## src/rtl/obstacle_scroller.sv

```systemverilog
// Scrolling pipe/coin X-position engine: a ring of NUM_OBS obstacles, current-obstacle tracking and pass counting.
// Optional macro SCROLLER_PAUSE_EN adds a PAUSE state driven by the pause input.
module obstacle_scroller #(
  parameter int NUM_OBS  = 5,
  parameter int XW       = 10,
  parameter int OBJ_W    = 160,
  parameter int INTERVAL = 160,
  parameter int COIN_OFF = 70,
  parameter int COIN_W   = 20,
  parameter int BIRD_X   = 230,
  parameter int CUR_INIT = 1,
  parameter int SPEED_W  = 3,
  parameter int CNT_W    = 8
) (
  input  logic                  clk,
  input  logic                  reset,
  input  logic                  start,
  input  logic                  stop,
  input  logic                  ack,
  input  logic                  pause,
  input  logic                  tick,
  input  logic [SPEED_W-1:0]    speed,
  output logic [NUM_OBS*XW-1:0] pipe_l_flat,
  output logic [NUM_OBS*XW-1:0] pipe_r_flat,
  output logic [NUM_OBS*XW-1:0] coin_l_flat,
  output logic [NUM_OBS*XW-1:0] coin_r_flat,
  output logic [2:0]            cur_idx,
  output logic                  passed,
  output logic [CNT_W-1:0]      pass_count,
  output logic                  q_init,
  output logic                  q_run,
  output logic                  q_stop,
  output logic                  q_pause
);

  localparam logic [3:0]    ST_INIT  = 4'b0001;
  localparam logic [3:0]    ST_RUN   = 4'b0010;
  localparam logic [3:0]    ST_STOP  = 4'b0100;
  localparam logic [3:0]    ST_PAUSE = 4'b1000;
  localparam logic [XW-1:0] RING     = XW'(NUM_OBS * INTERVAL);
  localparam logic [XW-1:0] BIRD     = XW'(BIRD_X);
  localparam logic [2:0]    CUR0     = 3'(CUR_INIT);
  localparam logic [2:0]    LAST     = 3'(NUM_OBS - 1);

  function automatic logic [XW-1:0] sat0(input int v);
    if (v < 0) sat0 = {XW{1'b0}};
    else       sat0 = XW'(v);
  endfunction

  logic [3:0]       state_q, state_d;
  logic [XW-1:0]    r_q [NUM_OBS];
  logic [XW-1:0]    r_d [NUM_OBS];
  logic [2:0]       cur_q, cur_d;
  logic             passed_q, passed_d;
  logic [CNT_W-1:0] cnt_q, cnt_d;
  logic             move_s;
  logic [XW-1:0]    spd_s;
  logic [XW-1:0]    cur_new_s;
  logic [XW-1:0]    slot_r_s [NUM_OBS];

  assign spd_s = XW'(speed);

  // FSM next state; stop outranks pause, which outranks tick
  always_comb begin
    state_d = state_q;
    move_s  = 1'b0;
    case (state_q)
      ST_INIT: if (start) state_d = ST_RUN; else state_d = ST_INIT;
      ST_RUN: begin
        if (stop) state_d = ST_STOP;
`ifdef SCROLLER_PAUSE_EN
        else if (pause) state_d = ST_PAUSE;
`endif
        else begin
          state_d = ST_RUN;
          move_s  = tick && (speed != {SPEED_W{1'b0}});
        end
      end
      ST_STOP: if (ack) state_d = ST_INIT; else state_d = ST_STOP;
`ifdef SCROLLER_PAUSE_EN
      ST_PAUSE: begin
        if (stop)        state_d = ST_STOP;
        else if (!pause) state_d = ST_RUN;
        else             state_d = ST_PAUSE;
      end
`endif
      default: state_d = ST_INIT;
    endcase
  end

  // Position ring, current obstacle and pass counter
  always_comb begin
    r_d       = r_q;
    cur_d     = cur_q;
    cnt_d     = cnt_q;
    passed_d  = 1'b0;
    cur_new_s = {XW{1'b0}};
    if (state_q == ST_INIT) begin
      for (int i = 0; i < NUM_OBS; i++) r_d[i] = XW'(OBJ_W + i * INTERVAL);
      cur_d = CUR0;
      cnt_d = {CNT_W{1'b0}};
    end else if (move_s) begin
      // Wrapping by a whole ring length keeps spacing exact and avoids underflow
      for (int i = 0; i < NUM_OBS; i++) begin
        if (r_q[i] <= spd_s) r_d[i] = r_q[i] - spd_s + RING;
        else                 r_d[i] = r_q[i] - spd_s;
      end
      for (int i = 0; i < NUM_OBS; i++)
        cur_new_s = (cur_q == 3'(i)) ? r_d[i] : cur_new_s;
      if (cur_new_s < BIRD) begin
        cur_d    = (cur_q == LAST) ? 3'd0 : cur_q + 3'd1;
        passed_d = 1'b1;
        cnt_d    = (cnt_q == {CNT_W{1'b1}}) ? cnt_q : cnt_q + CNT_W'(1);
      end else begin
        passed_d = 1'b0;
      end
    end else begin
      r_d = r_q;
    end
  end

  // State registers with synchronous reset
  always_ff @(posedge clk) begin
    if (reset) begin
      state_q  <= ST_INIT;
      for (int i = 0; i < NUM_OBS; i++) r_q[i] <= XW'(OBJ_W + i * INTERVAL);
      cur_q    <= CUR0;
      passed_q <= 1'b0;
      cnt_q    <= {CNT_W{1'b0}};
    end else begin
      state_q  <= state_d;
      r_q      <= r_d;
      cur_q    <= cur_d;
      passed_q <= passed_d;
      cnt_q    <= cnt_d;
    end
  end

  // Rotate the ring so slot k shows obstacle (cur+k) mod NUM_OBS
  always_comb begin
    for (int k = 0; k < NUM_OBS; k++) begin
      slot_r_s[k] = {XW{1'b0}};
      for (int i = 0; i < NUM_OBS; i++)
        slot_r_s[k] = (((int'(cur_q) + k) % NUM_OBS) == i) ? r_q[i] : slot_r_s[k];
    end
  end

  for (genvar k = 0; k < NUM_OBS; k++) begin : g_slot
    assign pipe_r_flat[k*XW +: XW] = slot_r_s[k];
    assign pipe_l_flat[k*XW +: XW] = sat0(int'(slot_r_s[k]) - OBJ_W);
    assign coin_r_flat[k*XW +: XW] = sat0(int'(slot_r_s[k]) - OBJ_W + COIN_OFF + COIN_W);
    assign coin_l_flat[k*XW +: XW] = sat0(int'(coin_r_flat[k*XW +: XW]) - COIN_W);
  end

  assign cur_idx    = cur_q;
  assign passed     = passed_q;
  assign pass_count = cnt_q;
  assign q_init     = state_q[0];
  assign q_run      = state_q[1];
  assign q_stop     = state_q[2];
`ifdef SCROLLER_PAUSE_EN
  assign q_pause    = state_q[3];
`else
  assign q_pause    = 1'b0;
  logic unused_pause_s;
  assign unused_pause_s = pause;
`endif

endmodule

```

## config.mk

```make
export PLATFORM = sky130hd
export DESIGN_NAME = obstacle_scroller
export DESIGN_NICKNAME = d
export VERILOG_FILES = /design/src/rtl/obstacle_scroller.sv
export SDC_FILE = /design/constraint.sdc
export NUM_CORES = 1
export LEC_CHECK = 0
export ABC_AREA = 1
export ABC_CLOCK_PERIOD_IN_PS = 13620
export CAP_MARGIN = 20
export CORE_MARGIN = 1.5
export CORE_UTILIZATION = 35
export DETAILED_ROUTE_END_ITERATION = 12
export SYNTH_ARGS = -nofsm -noshare
export SYNTH_HDL_FRONTEND = slang
export SYNTH_SLANG_ARGS = --single-unit
```

## constraint.sdc

```tcl
create_clock -name clk -period 13.62 [get_ports clk]
set_input_delay 4.086 -clock clk [delete_from_list [all_inputs] [get_ports clk]]
set_output_delay 4.086 -clock clk [all_outputs]
set_load 0.05 [all_outputs]
```

==> run_results.csv, run 1 <==
group,metric,value,unit
run_status,status,"finished clean",
cts,post_cts_resized,0,
sta,hold_viol,0,
floorplanning,die_x,179,µm
worst_setup_path,crit_arrival,6.95,ns
cts,insertion_delay,0.36,ns
floorplanning,start_util,35.4,%
routing,top_layer,"met4",
cts,clk_path_buf_depth,2,
worst_setup_path,cp-end-kind,"output port",
logic_synthesis,yosys.cell_types.count,64,
power_and_ir_drop,p_per_area,41.2,mW/mm²
sta,final.setup_skew,0.0110,ns
logic_synthesis,ys_ff_latch,65,
worst_setup_path,reg2reg_slack,8.87,ns
layout,n_antenna_cell,0,
worst_setup_path,cp_slowest_stage_delay,0.81,ns
logic_synthesis,ys_seq_area_share,12.0,%
logic_synthesis,syn_inst,1898,
worst_setup_path,crit_top_cell,"nand2_1",
worst_setup_path,crit_family,"simple AND/OR/NAND/NOR gates",
power_and_ir_drop,sequentialPowerShare,34.3,%
worst_setup_path,crit_type,"reg2out",
logic_synthesis,synth-edff-count,0,
worst_setup_path,startpoint_type,"register",
power_and_ir_drop,clockPowerShare,50.4,%
power_and_ir_drop,power_frac_comb,15.3,%
logic_synthesis,ys.flop_type,"dfxtp_1",
routing,dr_wl_met3,2.53,mm
placed_design,globalplace.congestion,0.950,
routing,via_per_inst,5.13,
cts,htreeDepth,3,
global_routing,grt_max_degree,58,
power_and_ir_drop,irDropWorstVdd,0.0635,mV
global_routing,first_global_vias,11606,
routing,drtIter0Drc,927,
global_routing,gr-total-overflow,0,
sta,slew_headroom,33.5,%
cts,clk_pin_slew,0.07,ns
sta,fmax,90.6,MHz
logic_synthesis,synth_nets,1970,
logic_synthesis,yosysWarnings,0,
routing,met1Wirelength,18.7,mm
layout,postLayoutCoreUtil,44.8,%
routing,first_pass_iters,6,
power_and_ir_drop,intPower,0.398,mW
worst_setup_path,crit_slowest_cell,"clkdlybuf4s50_1",
sta,maxSlewViolCount,0,
power_and_ir_drop,p_sw_share,29.5,%
cts,cts_sinks,65,
cts,cts_tree,"built",
placed_design,dp_hpwl,34.1,mm
sta,rsz0062_at_grt,"false",
floorplanning,ios,226,
routing,wl_per_cell,16.6,µm
cts,cts_buffers,9,
cts,root_buffer,"clkbuf_16",
sta,layout_setup_ws,2.58,ns
routing,route.detailed.drc,0,
logic_synthesis,syn-cell-area,0.0108,mm²
sta,setup-violations-final,0,
floorplanning,coreArea,0.0305,mm²
sta,tightest_slew,0.993,ns
sta,setup-tns-final,0,ns
routing,ant_nets,0,
power_and_ir_drop,p_leak,6.91,nW
layout,areaGrowthSynthToFinish,26.6,%
worst_setup_path,worst-path-buf-inv,5,
job,cap_violations,0,
placed_design,preCtsSetupSlack,3.01,ns
power_and_ir_drop,power,0.564,mW
logic_synthesis,avgSynthCellArea,5.69,µm²
floorplanning,rows,64,
layout,drive_gt1_share,9.10,%
global_routing,grt_use_total,25.5,%
routing,wl_met2,18.9,mm
worst_setup_path,required,9.53,ns
cts,postCtsSetupBuffers,0,
worst_setup_path,crit_fanout,13,
global_routing,antenna_found_initial,0,
global_routing,grt_pass1_wl,63.7,mm
logic_synthesis,async_flop_share,0,%
routing,dr_total_vias,12800,
power_and_ir_drop,p_sw,0.166,mW
placed_design,port_buffers,223,
sta,period_share,81.1,%
cts,cts_hold_buf,0,
floorplanning,fp.dieH,179,µm
routing,wirelength,41.4,mm
floorplanning,dieArea,0.0319,mm²
sta,period_needed,11.04,ns
layout,fin_nets,2165,
hold_path,hold_path.class,"reg2reg",
==> flip-flops by register name, summed over array words and instances (netlist names) <==
signal and count:
passed 1, cur_idx 3, pass_count 8, r_q 50
state_q 3
==> worst paths after layout <==
kind                                     from              end  cells past startpoint
worst max register to register     cur_idx[1]    pass_count[0]                     14
worst min-delay path            pass_count[4]    pass_count[4]                      2
worst max-delay path               cur_idx[1]  coin_l_flat[36]                     26
worst min register to register  pass_count[4]    pass_count[4]                      2
==> power by group through the flow <==
stage,combinational (mW),clock (mW),sequential (mW)
floorplan,0.0564,0,0.199
detailed placement,0.0854,0,0.197
global route,0.0931,0.294,0.193
CTS,0.0858,0.287,0.193
global placement,0.0848,0,0.197
finish,0.0863,0.284,0.193
==> synth_stat cells, types with 8 or more instances <==
cell type  instances  area [µm²]
nand2_1          506        1900
inv_1            274        1030
nor2_1           219         822
nand3_1          172         861
o21ai_0           80         400
a21oi_1           75         375
xor2_1            70         613
dfxtp_1           65        1300
ha_1              57         713
nand4_1           46         288
inv_2             38         143
nand2_2           35         219
clkbuf_1          27         101
o211ai_1          17         128
nor2_2            15        93.8
o21ai_1           15        75.1
nand3_2           14         140
nor2_4            14         158
nor3_1            14        70.1
a221oi_1          10        87.6
xnor2_1           10        87.6
nand3b_1           9        67.6
o21ai_2            9        78.8
buf_6              8        90.1
==> cell type report <==
| cell class | instances | area [µm²] |
|---|---|---|
| Fill cell | 3336 | 16800 |
| Multi-Input combinational cell | 1473 | 8070 |
| Timing Repair Buffer | 228 | 2270 |
| Sequential cell | 65 | 1300 |
| Inverter | 316 | 1190 |
| Tap cell | 396 | 495 |
| Clock buffer | 10 | 229 |
| Clock inverter | 6 | 116 |
==> kinds of logic after synthesis <==
| family | after synthesis | synth area share, % |
|---|---|---|
| and+or+nand+nor | 1075 | 45.9 |
| buffers and inverters | 360 | 13.2 |
| AOI/OAI and AO/OA | 253 | 14.5 |
| xor gates and xnor gates | 81 | 6.64 |
| DFF | 65 | 12.0 |
| adders and majority gates | 62 | 7.53 |
| other | 1 | 0.0347 |
| muxes | 1 | 0.104 |
==> worst reg2reg max path: cells and delay by family, from the launching register on <==
family,cells,cell delay (ns)
compound gates,4,1.55
xor+xnor,1,0.25
fa+ha+maj,1,0.36
buf+inv,2,0.35
flops,1,0.67
simple gates,6,1.45
==> metal layers <==
layer | GRT usage, % | vias to the layer above
met4 | 9.13 | 0
met3 | 2.84 | 73
met5 | 0 | -
li1 | - | 6476
met1 | 33.4 | 5798
met2 | 43.2 | 453
==> metrics by stage <==
step,hold slack (ns),cell area (µm²),instances
after CTS,0.517,13700,2494
after floorplan,0.503,10800,1898
after detailed placement,0.505,13300,2478
after global routing,0.533,13700,2494
final,0.516,13700,2494
after global placement,0.497,13300,2478
==> layout by cell type, fill, tap and decap left out, types with 14 or more instances in the layout <==
| cell type | Yosys | layout |
|---|---|---|
| nand3_1 | 172 | 172 |
| o21ai_0 | 80 | 80 |
| dfxtp_1 | 65 | 65 |
| o211ai_1 | 17 | 17 |
| clkdlybuf4s50_1 | 0 | 223 |
| xor2_1 | 70 | 70 |
| nand2_2 | 35 | 35 |
| inv_1 | 274 | 274 |
| nand2_1 | 506 | 506 |
| ha_1 | 57 | 57 |
| nor3_1 | 14 | 14 |
| nor2_1 | 219 | 218 |
| nand4_1 | 46 | 46 |
| nand3_2 | 14 | 14 |
| a21oi_1 | 75 | 75 |
| inv_2 | 38 | 38 |
| o21ai_1 | 15 | 15 |
| nor2_2 | 15 | 16 |
| nor2_4 | 14 | 14 |
Note: power is estimated with default switching activity, not from simulation.
==> run 2, diff against run 1 <==
--- a/config.mk
+++ b/config.mk
@@ -6,7 +6,7 @@
 export NUM_CORES = 1
 export LEC_CHECK = 0
 export ABC_AREA = 1
-export ABC_CLOCK_PERIOD_IN_PS = 13620
+export ABC_CLOCK_PERIOD_IN_PS = 9500
 export CAP_MARGIN = 20
 export CORE_MARGIN = 1.5
 export CORE_UTILIZATION = 35
==> constraint.sdc (replaced) <==
create_clock -name clk -period 9.5 [get_ports clk]
set_input_delay 2.85 -clock clk [delete_from_list [all_inputs] [get_ports clk]]
set_output_delay 2.85 -clock clk [all_outputs]
set_load 0.05 [all_outputs]
==> run 2 against run 1 <==
  * Sequential cell count stayed put
  * Via count up 1.7%
  * Combinational power up 44%
  * First-iteration DRC count grew 0.65%
  * Critical endpoint is now coin_l_flat[33]
  * Utilization is 0.10 points higher
  * Largest cell class unchanged
  * Register-to-register slack worse by 3.4 ns
  * Global-route usage rose by 0.49 points
  * Critical path depth increased by 3
==> run_results.csv, run 2 (same netlist as run 1, synthesis figures left out) <==
group,metric,value,unit
run_status,status,"finished clean",
cts,cts_sinks,65,
worst_setup_path,cp_slowest_stage_delay,0.82,ns
cts,htreeDepth,3,
cts,cts_hold_buf,0,
layout,layout_commonest_cell,"nand2_1",
floorplanning,rows,64,
sta,setup-violations-final,0,
power_and_ir_drop,p_per_area,54.4,mW/mm²
layout,fin_nets,2175,
global_routing,use_met3,3.86,%
floorplanning,die_x,179,µm
layout,final_cell_mix,"nand2_1 (506), inv_1 (274), clkdlybuf4s50_1 (222)",
layout,top_register,"r_q",
placed_design,dp_hpwl,34.6,mm
floorplanning,start_util,35.4,%
placed_design,port_buffers,223,
layout,area.sequential,0.00130,mm²
global_routing,grt_use_met2,44.0,%
sta,hold_viol,0,
global_routing,gr-total-overflow,0,
sta,fmax,111,MHz
worst_setup_path,startpoint_type,"register",
worst_setup_path,crit_type,"reg2out",
worst_setup_path,crit_slowest_cell,"clkdlybuf4s50_1",
routing,route.detailed.drc,0,
cts,clk_path_buf_depth,2,
floorplanning,fp.dieH,179,µm
cts,insertion_delay,0.35,ns
sta,period_share,95.0,%
layout,multi_input_area,0.00809,mm²
routing,via_per_inst,5.20,
placed_design,globalplace.congestion,0.964,
worst_setup_path,crit_family,"simple AND/OR/NAND/NOR gates",
sta,rsz0062_at_grt,"false",
layout,drive_gt1_share,9.54,%
sta,tightest_slew,0.702,ns
layout,n_antenna_cell,0,
sta,period_needed,9.02,ns
hold_path,hold_path.class,"reg2reg",
cts,clk_pin_slew,0.06,ns
routing,first_pass_iters,6,
global_routing,grt_pass1_wl,65.1,mm
layout,largest_reg_flops,50,
global_routing,antenna_found_initial,0,
worst_setup_path,crit_arrival,6.17,ns
floorplanning,ios,226,
cts,root_buffer,"clkbuf_16",
global_routing,grt_util_met1,33.4,%
sta,setup-tns-final,0,ns
global_routing,grt_max_degree,58,
job,cap_violations,0,
routing,wirelength,42.1,mm
power_and_ir_drop,irDropWorstVdd,0.0704,mV
routing,dr_total_vias,13017,
routing,ant_nets,0,
floorplanning,coreArea,0.0305,mm²
worst_setup_path,crit_fanout,12,
layout,fillers,3317,
power_and_ir_drop,p_leak,6.94,nW
layout,areaGrowthSynthToFinish,26.9,%
global_routing,first_global_vias,12036,
sta,maxSlewViolCount,0,
worst_setup_path,cp-end-kind,"output port",
layout,final_cell_area,0.0137,mm²
cts,cts_tree,"built",
worst_setup_path,required,6.65,ns
worst_setup_path,worst-path-buf-inv,7,
global_routing,grt_use_total,26.0,%
cts,cts_buffers,9,
global_routing,grt.busiest_layer,"met2",
sta,slew_headroom,53.0,%
sta,final.setup_skew,0.0103,ns
routing,drtIter0Drc,933,
routing,wl_per_cell,16.8,µm
placed_design,place_area,0.0134,mm²
floorplanning,dieArea,0.0319,mm²
-- run 2: area by class of cell --
type,count,area share [%]
Clock buffer,9,1.64
Clock inverter,6,0.438
Inverter,316,8.69
Multi-Input combinational cell,1474,59.0
Sequential cell,65,9.49
Tap cell,396,3.61
Timing Repair Buffer,237,17.1
-- run 2: metrics by stage --
stage | worst slack (ns) | std cells | hold WS [ns] | util [%] | total power [mW]
floorplan | 0.408 | 1898 | 0.503 | - | 0.366
global placement | 0.809 | 2486 | 0.514 | 43.9 | 0.404
CTS | 0.337 | 2501 | 0.526 | 44.8 | 0.747
global route | 0.0141 | 2503 | 0.569 | 44.9 | 0.771
finish | 0.475 | 2503 | 0.521 | 44.9 | 0.746
detailed placement | 0.722 | 2486 | 0.514 | 43.9 | 0.405
-- run 2: repair_timing --
item | CTS | global route
buffers inserted | 0 | 0
endpoints found under the setup margin | 0 | 10
resized for setup | 0 | 2
-- run 2: power breakdown --
group	internal (mW)	switching [mW]	leakage (nW)
clock network	0.201	0.144	0.137
logic	0.0380	0.0860	6.28
registers	0.274	0.00259	0.524
total	0.513	0.233	6.94
-- run 2: tightest hold or removal path, cell delays in order, from the launching register on --
cell and delay, ns:
dfxtp_1 0.34, nand2_1 0.08, a21oi_1 0.05
-- run 2: path summary, 6_finish.rpt --
kind	slack, ns	cells after the start	startpoint	end
worst max-delay path	0.48	29	cur_idx[1]	coin_l_flat[33]
worst min-delay path	0.52	2	pass_count[7]	pass_count[7]
worst max register to register	5.48	23	r_q[30]	pass_count[0]
worst min register to register	0.52	2	pass_count[7]	pass_count[7]
-- run 2: layer usage --
layer	wire, µm	up-vias
li1	-	6500
met1	18200	5965
met2	19400	474
met3	3030	78
met4	1430	0
met5	0	-
